[src/rtl/rf_shutdown_pkg.sv]
// Purpose : shared types for the RF shutdown sequencer (state enum, default gain width).
// Latency : n/a (types and constants only).
// Backpr. : n/a.
package rf_shutdown_pkg;

    localparam int GAIN_W_DEFAULT = 16;

    // Encodings are also what the sequencer exposes on state_out.
    typedef enum logic [2:0] {
        ST_MUTED     = 3'd0,
        ST_RAMP_UP   = 3'd1,
        ST_RUN       = 3'd2,
        ST_RAMP_DOWN = 3'd3,
        ST_FAULT     = 3'd4
    } state_e;

endpackage

[src/rtl/ramp_tick_gen.sv]
// Purpose : free-running RAMP_DIV-cycle divider that paces gain ramp steps.
// Latency : tick fires RAMP_DIV cycles after the last restart, then every RAMP_DIV cycles.
// Backpr. : none; restart is sampled every cycle and wins over counting.
//
// Ports: clk, rstn (async active-low), restart (sync, returns count to 0),
//        tick (one-cycle pulse, combinational from the registered count).
module ramp_tick_gen #(
    parameter int RAMP_DIV = 1000
) (
    input  logic clk,
    input  logic rstn,
    input  logic restart,
    output logic tick
);

    localparam int               CNT_W = (RAMP_DIV > 1) ? $clog2(RAMP_DIV) : 1;
    localparam logic [CNT_W-1:0] LAST  = CNT_W'(RAMP_DIV - 1);

    logic [CNT_W-1:0] cnt_q;
    logic [CNT_W-1:0] cnt_d;

    always_comb begin
        cnt_d = cnt_q + CNT_W'(1);
        if (restart || (cnt_q == LAST)) begin
            cnt_d = '0;
        end
    end

    always_ff @(posedge clk or negedge rstn) begin
        if (!rstn) begin
            cnt_q <= '0;
        end else begin
            cnt_q <= cnt_d;
        end
    end

    // Count value LAST is the RAMP_DIV-th cycle since restart.
    assign tick = (cnt_q == LAST);

endmodule

[src/rtl/rf_shutdown_sequencer.sv]
// Purpose : turns a watchdog trip or operator disable into a paced carrier gain ramp-down,
//           latches watchdog faults and keeps RF muted until software acknowledges.
// Latency : one cycle from sampled inputs to registered gain/rf_enable/state outputs.
// Backpr. : none; level inputs are sampled every cycle, fault_clear is a one-cycle strobe.
//
// Ports: clk, rstn (async active-low); enable, wd_warning, wd_triggered (levels);
//        fault_clear (strobe); target_gain (requested gain); gain_out, rf_enable,
//        fault_latched, fault_clear_ack (one-cycle), state_out (rf_shutdown_pkg::state_e).
// Option: define RF_SHUTDOWN_WARN_ATTEN_EN to halve the effective target while wd_warning is high.
module rf_shutdown_sequencer
    import rf_shutdown_pkg::*;
#(
    parameter int GAIN_W   = GAIN_W_DEFAULT,
    parameter int STEP     = 256,
    parameter int RAMP_DIV = 1000
) (
    input  logic              clk,
    input  logic              rstn,
    input  logic              enable,
    input  logic              wd_warning,
    input  logic              wd_triggered,
    input  logic              fault_clear,
    input  logic [GAIN_W-1:0] target_gain,
    output logic [GAIN_W-1:0] gain_out,
    output logic              rf_enable,
    output logic              fault_latched,
    output logic              fault_clear_ack,
    output logic [2:0]        state_out
);

    localparam logic [GAIN_W:0] STEP_W = (GAIN_W + 1)'(STEP);

    state_e            state_q, state_d;
    logic [GAIN_W-1:0] gain_q, gain_d;
    logic              rf_en_q, rf_en_d;
    logic              fault_q, fault_d;
    logic              ack_q, ack_d;

    logic              tick;
    logic              restart;
    logic [GAIN_W-1:0] eff_target;
    logic [GAIN_W:0]   sum_up;
    logic [GAIN_W:0]   diff_dn;
    logic [GAIN_W-1:0] gain_up;
    logic [GAIN_W-1:0] gain_dn;

`ifdef RF_SHUTDOWN_WARN_ATTEN_EN
    // Pre-emptive 6 dB back-off while the watchdog is about to expire.
    assign eff_target = wd_warning ? (target_gain >> 1) : target_gain;
`else
    logic unused_wd_warning;
    assign unused_wd_warning = wd_warning;
    assign eff_target        = target_gain;
`endif

    // One extra bit so gain+STEP cannot wrap and gain-STEP exposes the borrow.
    assign sum_up  = {1'b0, gain_q} + STEP_W;
    assign diff_dn = {1'b0, gain_q} - STEP_W;
    assign gain_up = (sum_up > {1'b0, eff_target}) ? eff_target : sum_up[GAIN_W-1:0];
    assign gain_dn = diff_dn[GAIN_W] ? '0 : diff_dn[GAIN_W-1:0];

    // Every state entry restarts the step pacing.
    assign restart = (state_d != state_q);

    ramp_tick_gen #(
        .RAMP_DIV (RAMP_DIV)
    ) u_tick (
        .clk     (clk),
        .rstn    (rstn),
        .restart (restart),
        .tick    (tick)
    );

    always_comb begin
        state_d = state_q;
        gain_d  = gain_q;
        rf_en_d = rf_en_q;
        fault_d = fault_q;
        ack_d   = 1'b0;

        case (state_q)
            ST_MUTED: begin
                gain_d  = '0;
                rf_en_d = 1'b0;
                if (enable && !wd_triggered) begin
                    state_d = ST_RAMP_UP;
                    rf_en_d = 1'b1;
                end
            end

            ST_RAMP_UP: begin
                // Watchdog is checked first so a simultaneous disable still latches the fault.
                if (wd_triggered) begin
                    state_d = ST_RAMP_DOWN;
                    fault_d = 1'b1;
                end else if (!enable) begin
                    state_d = ST_RAMP_DOWN;
                end else if (gain_q >= eff_target) begin
                    // Covers both arrival and a target lowered below the current gain.
                    gain_d  = eff_target;
                    state_d = ST_RUN;
                end else if (tick) begin
                    gain_d = gain_up;
                end
            end

            ST_RUN: begin
                gain_d = eff_target;
                if (wd_triggered) begin
                    state_d = ST_RAMP_DOWN;
                    fault_d = 1'b1;
                end else if (!enable) begin
                    state_d = ST_RAMP_DOWN;
                end
            end

            ST_RAMP_DOWN: begin
                if (wd_triggered) begin
                    fault_d = 1'b1;
                end
                if (gain_q == '0) begin
                    state_d = fault_d ? ST_FAULT : ST_MUTED;
                    rf_en_d = 1'b0;
                end else if (tick) begin
                    gain_d = gain_dn;
                end
            end

            ST_FAULT: begin
                gain_d  = '0;
                rf_en_d = 1'b0;
                // A clear is only honoured once the watchdog has stopped asserting.
                if (fault_clear && !wd_triggered) begin
                    state_d = ST_MUTED;
                    fault_d = 1'b0;
                    ack_d   = 1'b1;
                end
            end

            default: begin
                state_d = ST_MUTED;
                gain_d  = '0;
                rf_en_d = 1'b0;
            end
        endcase
    end

    always_ff @(posedge clk or negedge rstn) begin
        if (!rstn) begin
            state_q <= ST_MUTED;
            gain_q  <= '0;
            rf_en_q <= 1'b0;
            fault_q <= 1'b0;
            ack_q   <= 1'b0;
        end else begin
            state_q <= state_d;
            gain_q  <= gain_d;
            rf_en_q <= rf_en_d;
            fault_q <= fault_d;
            ack_q   <= ack_d;
        end
    end

    assign gain_out        = gain_q;
    assign rf_enable       = rf_en_q;
    assign fault_latched   = fault_q;
    assign fault_clear_ack = ack_q;
    assign state_out       = state_q;

endmodule

[config.mk]
export PLATFORM = sky130hd
export DESIGN_NAME = rf_shutdown_sequencer
export DESIGN_NICKNAME = d
export VERILOG_FILES = /design/src/rtl/rf_shutdown_pkg.sv /design/src/rtl/ramp_tick_gen.sv /design/src/rtl/rf_shutdown_sequencer.sv
export SDC_FILE = /design/constraint.sdc
export NUM_CORES = 1
export LEC_CHECK = 0
export CAP_MARGIN = 10
export CORE_MARGIN = 8
export CORE_UTILIZATION = 35
export CTS_BUF_LIST = sky130_fd_sc_hd__clkbuf_2
export DETAILED_ROUTE_END_ITERATION = 8
export PLACE_DENSITY_LB_ADDON = 0.25
export SKIP_CTS_REPAIR_TIMING = 1
export SYNTH_ARGS = -nofsm -noshare
export SYNTH_HDL_FRONTEND = slang
export SYNTH_HIERARCHICAL = 1
export SYNTH_SLANG_ARGS = --single-unit
[constraint.sdc]
create_clock -name clk -period 4 [get_ports clk]
set_input_delay 0.8 -clock clk [delete_from_list [all_inputs] [get_ports clk]]
set_output_delay 0.8 -clock clk [all_outputs]
set_load 0.01 [all_outputs]
==> results of run 1 <==
-- where the power goes --
group          internal (mW)  switching [mW]
clock                  0.108           0.128
sequential             0.431           0.182
combinational          0.569           0.590
total                   1.11           0.900
-- kinds of logic (layout without fill, tap and decap cells) --
logic type	Yosys count	in the layout	synth area share, %
buf+inv	41	86	6.41
simple gates	130	130	26.3
xor+xnor	17	17	5.34
fa+ha+maj	28	28	12.6
flops	32	32	28.7
compound gates	72	72	20.7
-- worst paths after layout --
check	start	endpoint	depth (start not counted)
worst max-delay path	gain_out[9]	gain_out[8]	13
worst min-delay path	u_tick/cnt_q[0]	u_tick/cnt_q[0]	1
worst max register to register	gain_out[9]	gain_out[8]	13
worst min register to register	u_tick/cnt_q[0]	u_tick/cnt_q[0]	1
max in group asynchronous	rstn	u_tick/cnt_q[9]	2
min in group asynchronous	rstn	gain_out[5]	2
-- flip-flops by register name, summed over array words and instances, names as in the netlist --
name,flops
gain_out,16
u_tick/cnt_q,10
state_out,3
fault_clear_ack,1
fault_latched,1
rf_enable,1
-- layout by cell type, fill, tap and decap left out, types with 2 or more instances in the layout --
cell and n:
and4_1 2, a21o_1 5, nor4_1 2, nand2_1 28, o22ai_1 3, buf_4 8
a221oi_2 2, xor2_1 7, o211ai_1 2, inv_1 28, nand4_1 5, o21ai_0 8
ha_1 28, a31oi_1 4, nor2b_1 2, a221oi_1 2, and3_1 7, a211oi_1 2
xnor2_1 10, nand3_1 13, a22oi_1 2, a2111oi_2 2, clkdlybuf4s50_1 42, nor2_1 36
nand2b_1 5, clkbuf_2 6, dfrtp_1 32, a222oi_1 3, nand3_2 10, nor3_1 7
a21oi_1 21
-- routing by layer --
layer	vias to the layer above	global-route usage (%)	wire [µm]
li1	1243	-	-
met1	1149	17.6	3420
met2	51	21.2	3140
met3	7	2.68	321
met4	0	3.87	72
met5	-	0	0
-- metrics by stage --
stage / worst slack, ns / cells / area (µm²) / hold slack (ns) / total power [mW]
floorplan: 0.978 / 320 / 2790 / 0.472 / 1.39
global placement: 0.257 / 459 / 3320 / 0.501 / 1.76
detailed placement: 0.230 / 459 / 3320 / 0.509 / 1.78
CTS: 0.444 / 467 / 3390 / 0.532 / 2.03
global route: 0.186 / 467 / 3390 / 0.566 / 2.21
finish: 0.473 / 467 / 3390 / 0.519 / 2.01
-- area by class of cell --
class / instances / share of cell area (%)
multi-input combinational: 247 / 53.4
sequential: 32 / 23.6
timing repair buffer: 50 / 14.2
tap: 102 / 3.77
inverter: 28 / 3.10
clock inverter: 2 / 1.03
clock buffer: 6 / 0.886
==> metrics.txt, run 1 <==
GP Congestion=between 0.8 and 0.9; worst path cell trace=and3_1 > nand3_1 > nor2_1 > xor2_1 > ha_1 > and3_1 > o211ai_1 > nand2b_1 > nand2b_1 > a311oi_2 > buf_4 > nand2_1 > a31oi_1; Yosys cell types=61; Pwr Density=592 nW/µm²; Tmin final=about 3.5 ns; slowest CP cell=a311oi_2; final core occ=a little over two fifths; Ys Warns=6; Layout Nets=between 400 and 500; Crit. End Element=register; Total Die Area=around 11,000 µm²; post-detail-place hpwl=about 5.3 mm; Commonest cells post-synth=nor2_1, dfrtp_1, ha_1, inv_1, nand2_1; pin count of the biggest net entering global routing=33; Max Buffers Root-to-Sink=2; unrepaired setup endpoints after global routing=no; Worst Hold Class=register to register; setup TNS=0 ns; final WL=between 6 and 7 mm; Reg clk slew, reported paths=0.18 ns; Clk Tree Root Cell=clkbuf_2; initial core utilization=36.1%; Die X=105 µm; floorplan die height=105 µm; # port buffers=42; Max Freq=around 0.28 GHz; Yosys reg bits=32; measured slew at the worst slew-check pin=roughly 0.79 ns; Setup-failing EPs final=0; Synth top area share=28.7%; syn avg cell area=8.72 µm²; status=complete, no violations; Layout fillers=about 770; Slew headroom=47.4%; crit path buf inv count=1; FF+latch area=between 800 and 900 µm²; Tcrit/Tclk final=88.2%; first-pass GRT wire length=~12 mm; post-synthesis sequential area ratio=28.7%; area taken by multi-input logic gates=between 1500 and 2000 µm²; Final Slew Violations=0; max cap viols=0; # rows=32; ant diodes=0; Syn Inst Count=320; synthesized area=between 2000 and 3000 µm²; core area=slightly below 8000 µm²; First DRT Iteration DRCs=about 130; First-pass DRT Iterations=4; VDD IR-drop max=between 0.0002 and 0.0003 V; number of synthesized flops with an enable pin=0; CTS Sinks=32; startpoint types=register; Ports=44; routed vias/inst=between 5 and 6; vias in the first global route=2,505; H-tree levels=2; Async S/R FF share, synth=100%; CTS tree=yes; area leader, netlist=dfrtp_1; Crit path required time=4.32 ns; Total GRT Usage=13.2%; layout cells sized above 1=approximately an eighth; syn nets=370; register-to-register setup slack=around 0.47 ns; initial antenna violation count=0; Leak=around 1.5 nW; WP data arrival=around 3.9 ns; Crit Path Max Fanout=9; grt ovf=0; Worst path max stage delay=about 0.67 ns; Routed WL per cell=14.9 µm; Fin. Hold Viols=0; Main synth FF type=dfrtp_1; clk_lat worst skew=a little under 0.4 ns; Inserted Clock Buffers=5; antenna-violating nets left=0; largest cells by area after synthesis=dfrtp_1, ha_1, nor2_1; Worst path top cell family by delay=simple AND/OR/NAND/NOR gates; skew final=approximately 0.018 ns; via count=2,450; CP Class=register to register; Area Overhead vs Synth=21.5%; most frequent cell after synthesis=nor2_1; DRC viols=0
Note: power is estimated with default switching activity, not from simulation.
==> run 2: changes to the inputs <==
- ABC_AREA: not set -> 1
==> metrics.txt, run 2 <==
status=complete, no violations; Reg clk slew, reported paths=around 0.21 ns; unrepaired setup endpoints after global routing=no; beginning of the critical path=gain_out[8]; top sig layer=met4; startpoint types=register; CP Class=register to register; measured slew at the worst slew-check pin=approximately 0.56 ns; GP Congestion=around 0.87; post-synthesis xor/xnor area fraction=a little under 3%; Main synth FF type=dfrtp_1; syn nets=between 400 and 500; VDD IR-drop max=about 0.00029 V; Die X=109 µm; Layout fillers=873; Yosys cell types=36; Ys Warns=6; Slew headroom=62.7%; Crit. End Element=register; Crit Path Max Fanout=9; First-pass DRT Iterations=4; Crit path required time=between 4 and 5 ns; vias in the first global route=between 2,000 and 3,000; area taken by multi-input logic gates=1890 µm²; Setup-failing EPs final=0; Syn Inst Count=449; routed vias/inst=slightly below 5; ant diodes=0; Inserted Clock Buffers=5; slowest CP cell=dfrtp_1; Area Overhead vs Synth=20.5%; Tmin final=between 2 and 3 ns; final core occ=between 40% and 50%; number of synthesized flops with an enable pin=0; total power=about 2.3 mW; initial core utilization=36.3%; met3 WL post-DR=between 400 and 500 µm; Comb power frac=about two thirds; floorplan die height=approximately 110 µm; sw frac=around 53%; first-pass GRT wire length=13.2 mm; core area=~8300 µm²; syn avg cell area=~6.7 µm²; # port buffers=42; Clk pwr share=10.2%; highest-count cells in the layout ignoring fill and taps=nand2_1, inv_1, clkdlybuf4s50_1; final WL=just under 8 mm; Final Slew Violations=0; FF+latch area=roughly 800 µm²; Tcrit/Tclk final=between 70% and 80%; via count=~2,900; setup TNS=0 ns; met2 WL=3.41 mm; most frequent cell after synthesis=nand2_1; Hold Crit Start=u_tick/cnt_q[0]; Yosys reg bits=32; Hold Path Sink=u_tick/cnt_q[0]; register-to-register setup slack=approximately 1 ns; grt ovf=0; Total Die Area=11,800 µm²; Routed WL per cell=approximately 13 µm; Commonest cells post-synth=nand2_1, inv_1, dfrtp_1, nand3_1, ha_1; Simple-Gate Fraction of Synth Area=between 40% and 50%; H-tree levels=2; Internal Pwr Total=around 1.1 mW; CTS tree=yes; worst path cell trace=ha_1 > nand2_1 > nor2_2 > nand3_1 > xor2_1 > ha_1 > nand2_1 > inv_1 > o21ai_0 > nand3b_1 > nor2_1 > nand2_2 > nand2_4 > nand2_4 > nand2_4 > nand2_4 > nand2_1 > nand2_1 > nand2_1 > nand2_1; Worst Hold Class=register to register; RR Endpoint=gain_out[9]; clk_lat worst skew=0.38 ns; Fin. Hold Viols=0; sequential share of power=a little under a quarter; CTS Sinks=32; # rows=33; CP dominant cell by count=nand2_1; largest cells by area after synthesis=dfrtp_1, nand2_1, ha_1; Leak=1.91 nW; Max Buffers Root-to-Sink=2; Compound-Gate Fraction of Synth Area=around 8.1%; max reg flops=16; antenna-violating nets left=0; met1 WL=~3.8 mm; post-detail-place hpwl=slightly above 6 mm; Pwr Density=between 600 and 700 nW/µm²; DRC viols=0; pin count of the biggest net entering global routing=33; Synth Area in Adders=about an eighth; worst hold path depth=1; R2R cell count=20; multiplexer share of the synthesized area=0%; Worst path max stage delay=approximately 0.54 ns; skew final=0.0174 ns; area leader, netlist=dfrtp_1; Layout Nets=around 550; Clk Tree Root Cell=clkbuf_2; Async S/R FF share, synth=100%; max cap viols=0; main combinational cell family by area after synthesis=simple AND/OR/NAND/NOR gates; initial antenna violation count=0; Synth top area share=around a quarter; synthesized area=~3000 µm²; Total GRT Usage=between 10% and 20%; commonest non-fill, non-tap cell in the layout=nand2_1; post-synthesis sequential area ratio=a little over a quarter; Max Freq=between 0.3 and 0.4 GHz; First DRT Iteration DRCs=116; WP data arrival=3.29 ns; layout cells sized above 1=a little under a tenth; Ports=44; RR Startpoint=gain_out[8]; switching power=around 1.2 mW
==> run 2: cell count changes after synthesis, sizes merged, moves of 4 or more <==
cell    previous run  this run
a21o               5         0
nand2             29       164
buf                8         2
and3               8         0
o21ai              9        14
clkbuf             5         0
a221oi             4         0
a31oi              4         0
xnor2             10         0
nand2b             5         0
nand3             23        35
inv               28        78
==> run 2: logic make-up after synthesis <==
family | count (synthesis)
AO/OA/AOI/OAI | 40
XOR/XNOR | 10
adder cells (fa/ha/maj) | 28
buffers and inverters | 80
flip-flops | 32
AND/OR/NAND/NOR | 259
==> run 2: cell type report <==
| class | count | area share (%) |
|---|---|---|
| tap | 105 | 3.63 |
| clock inverter | 3 | 1.18 |
| clock buffer | 5 | 0.692 |
| inverter | 78 | 8.17 |
| sequential | 32 | 22.2 |
| timing repair buffer | 43 | 11.8 |
| multi-input combinational | 337 | 52.3 |
==> run 2: metrics by stage <==
| step | area, µm² | cells | hold slack [ns] | setup WS [ns] |
|---|---|---|---|---|
| 6_report | 3610 | 603 | 0.502 | 1.00 |
| 3_5_place_dp | 3550 | 595 | 0.475 | 0.630 |
| 4_1_cts | 3610 | 603 | 0.505 | 0.994 |
| 5_1_grt | 3610 | 603 | 0.517 | 0.657 |
| 3_3_place_gp | 3550 | 595 | 0.478 | 0.645 |
| 2_1_floorplan | 3000 | 449 | 0.453 | 1.48 |
==> run 2: worst max-delay path: cells and delay by family (launching register included) <==
kind | cells | cell delay, ns
buffers and inverters | 1 | 0.03
AO/OA/AOI/OAI | 1 | 0.14
flip-flops | 1 | 0.54
XOR/XNOR | 1 | 0.23
AND/OR/NAND/NOR | 15 | 1.42
adder cells (fa/ha/maj) | 2 | 0.53
==> run 2: how the worst max path moves through the flow <==
| stage | cells after the start | slack [ns] | endpoint |
|---|---|---|---|
| floorplan | 20 | 1.48 | gain_out[8] |
| global placement | 13 | 0.65 | gain_out[10] |
| detailed placement | 15 | 0.63 | u_tick/cnt_q[0] |
| CTS | 20 | 0.99 | gain_out[13] |
| global route | 20 | 0.66 | gain_out[12] |
| finish | 20 | 1.00 | gain_out[9] |
==> run 2: routing by layer <==
layer	global-route usage (%)	up-vias
met5	0	-
met4	3.71	0
met3	3.39	10
met2	21.8	75
met1	18.5	1305
li1	-	1519
==> run 2: power by group through the flow <==
stage	clock network, mW	logic, mW	registers (mW)
floorplan	0	1.07	0.520
global placement	0	1.49	0.536
detailed placement	0	1.51	0.538
CTS	0.236	1.51	0.531
global route	0.249	1.72	0.543
finish	0.232	1.50	0.529
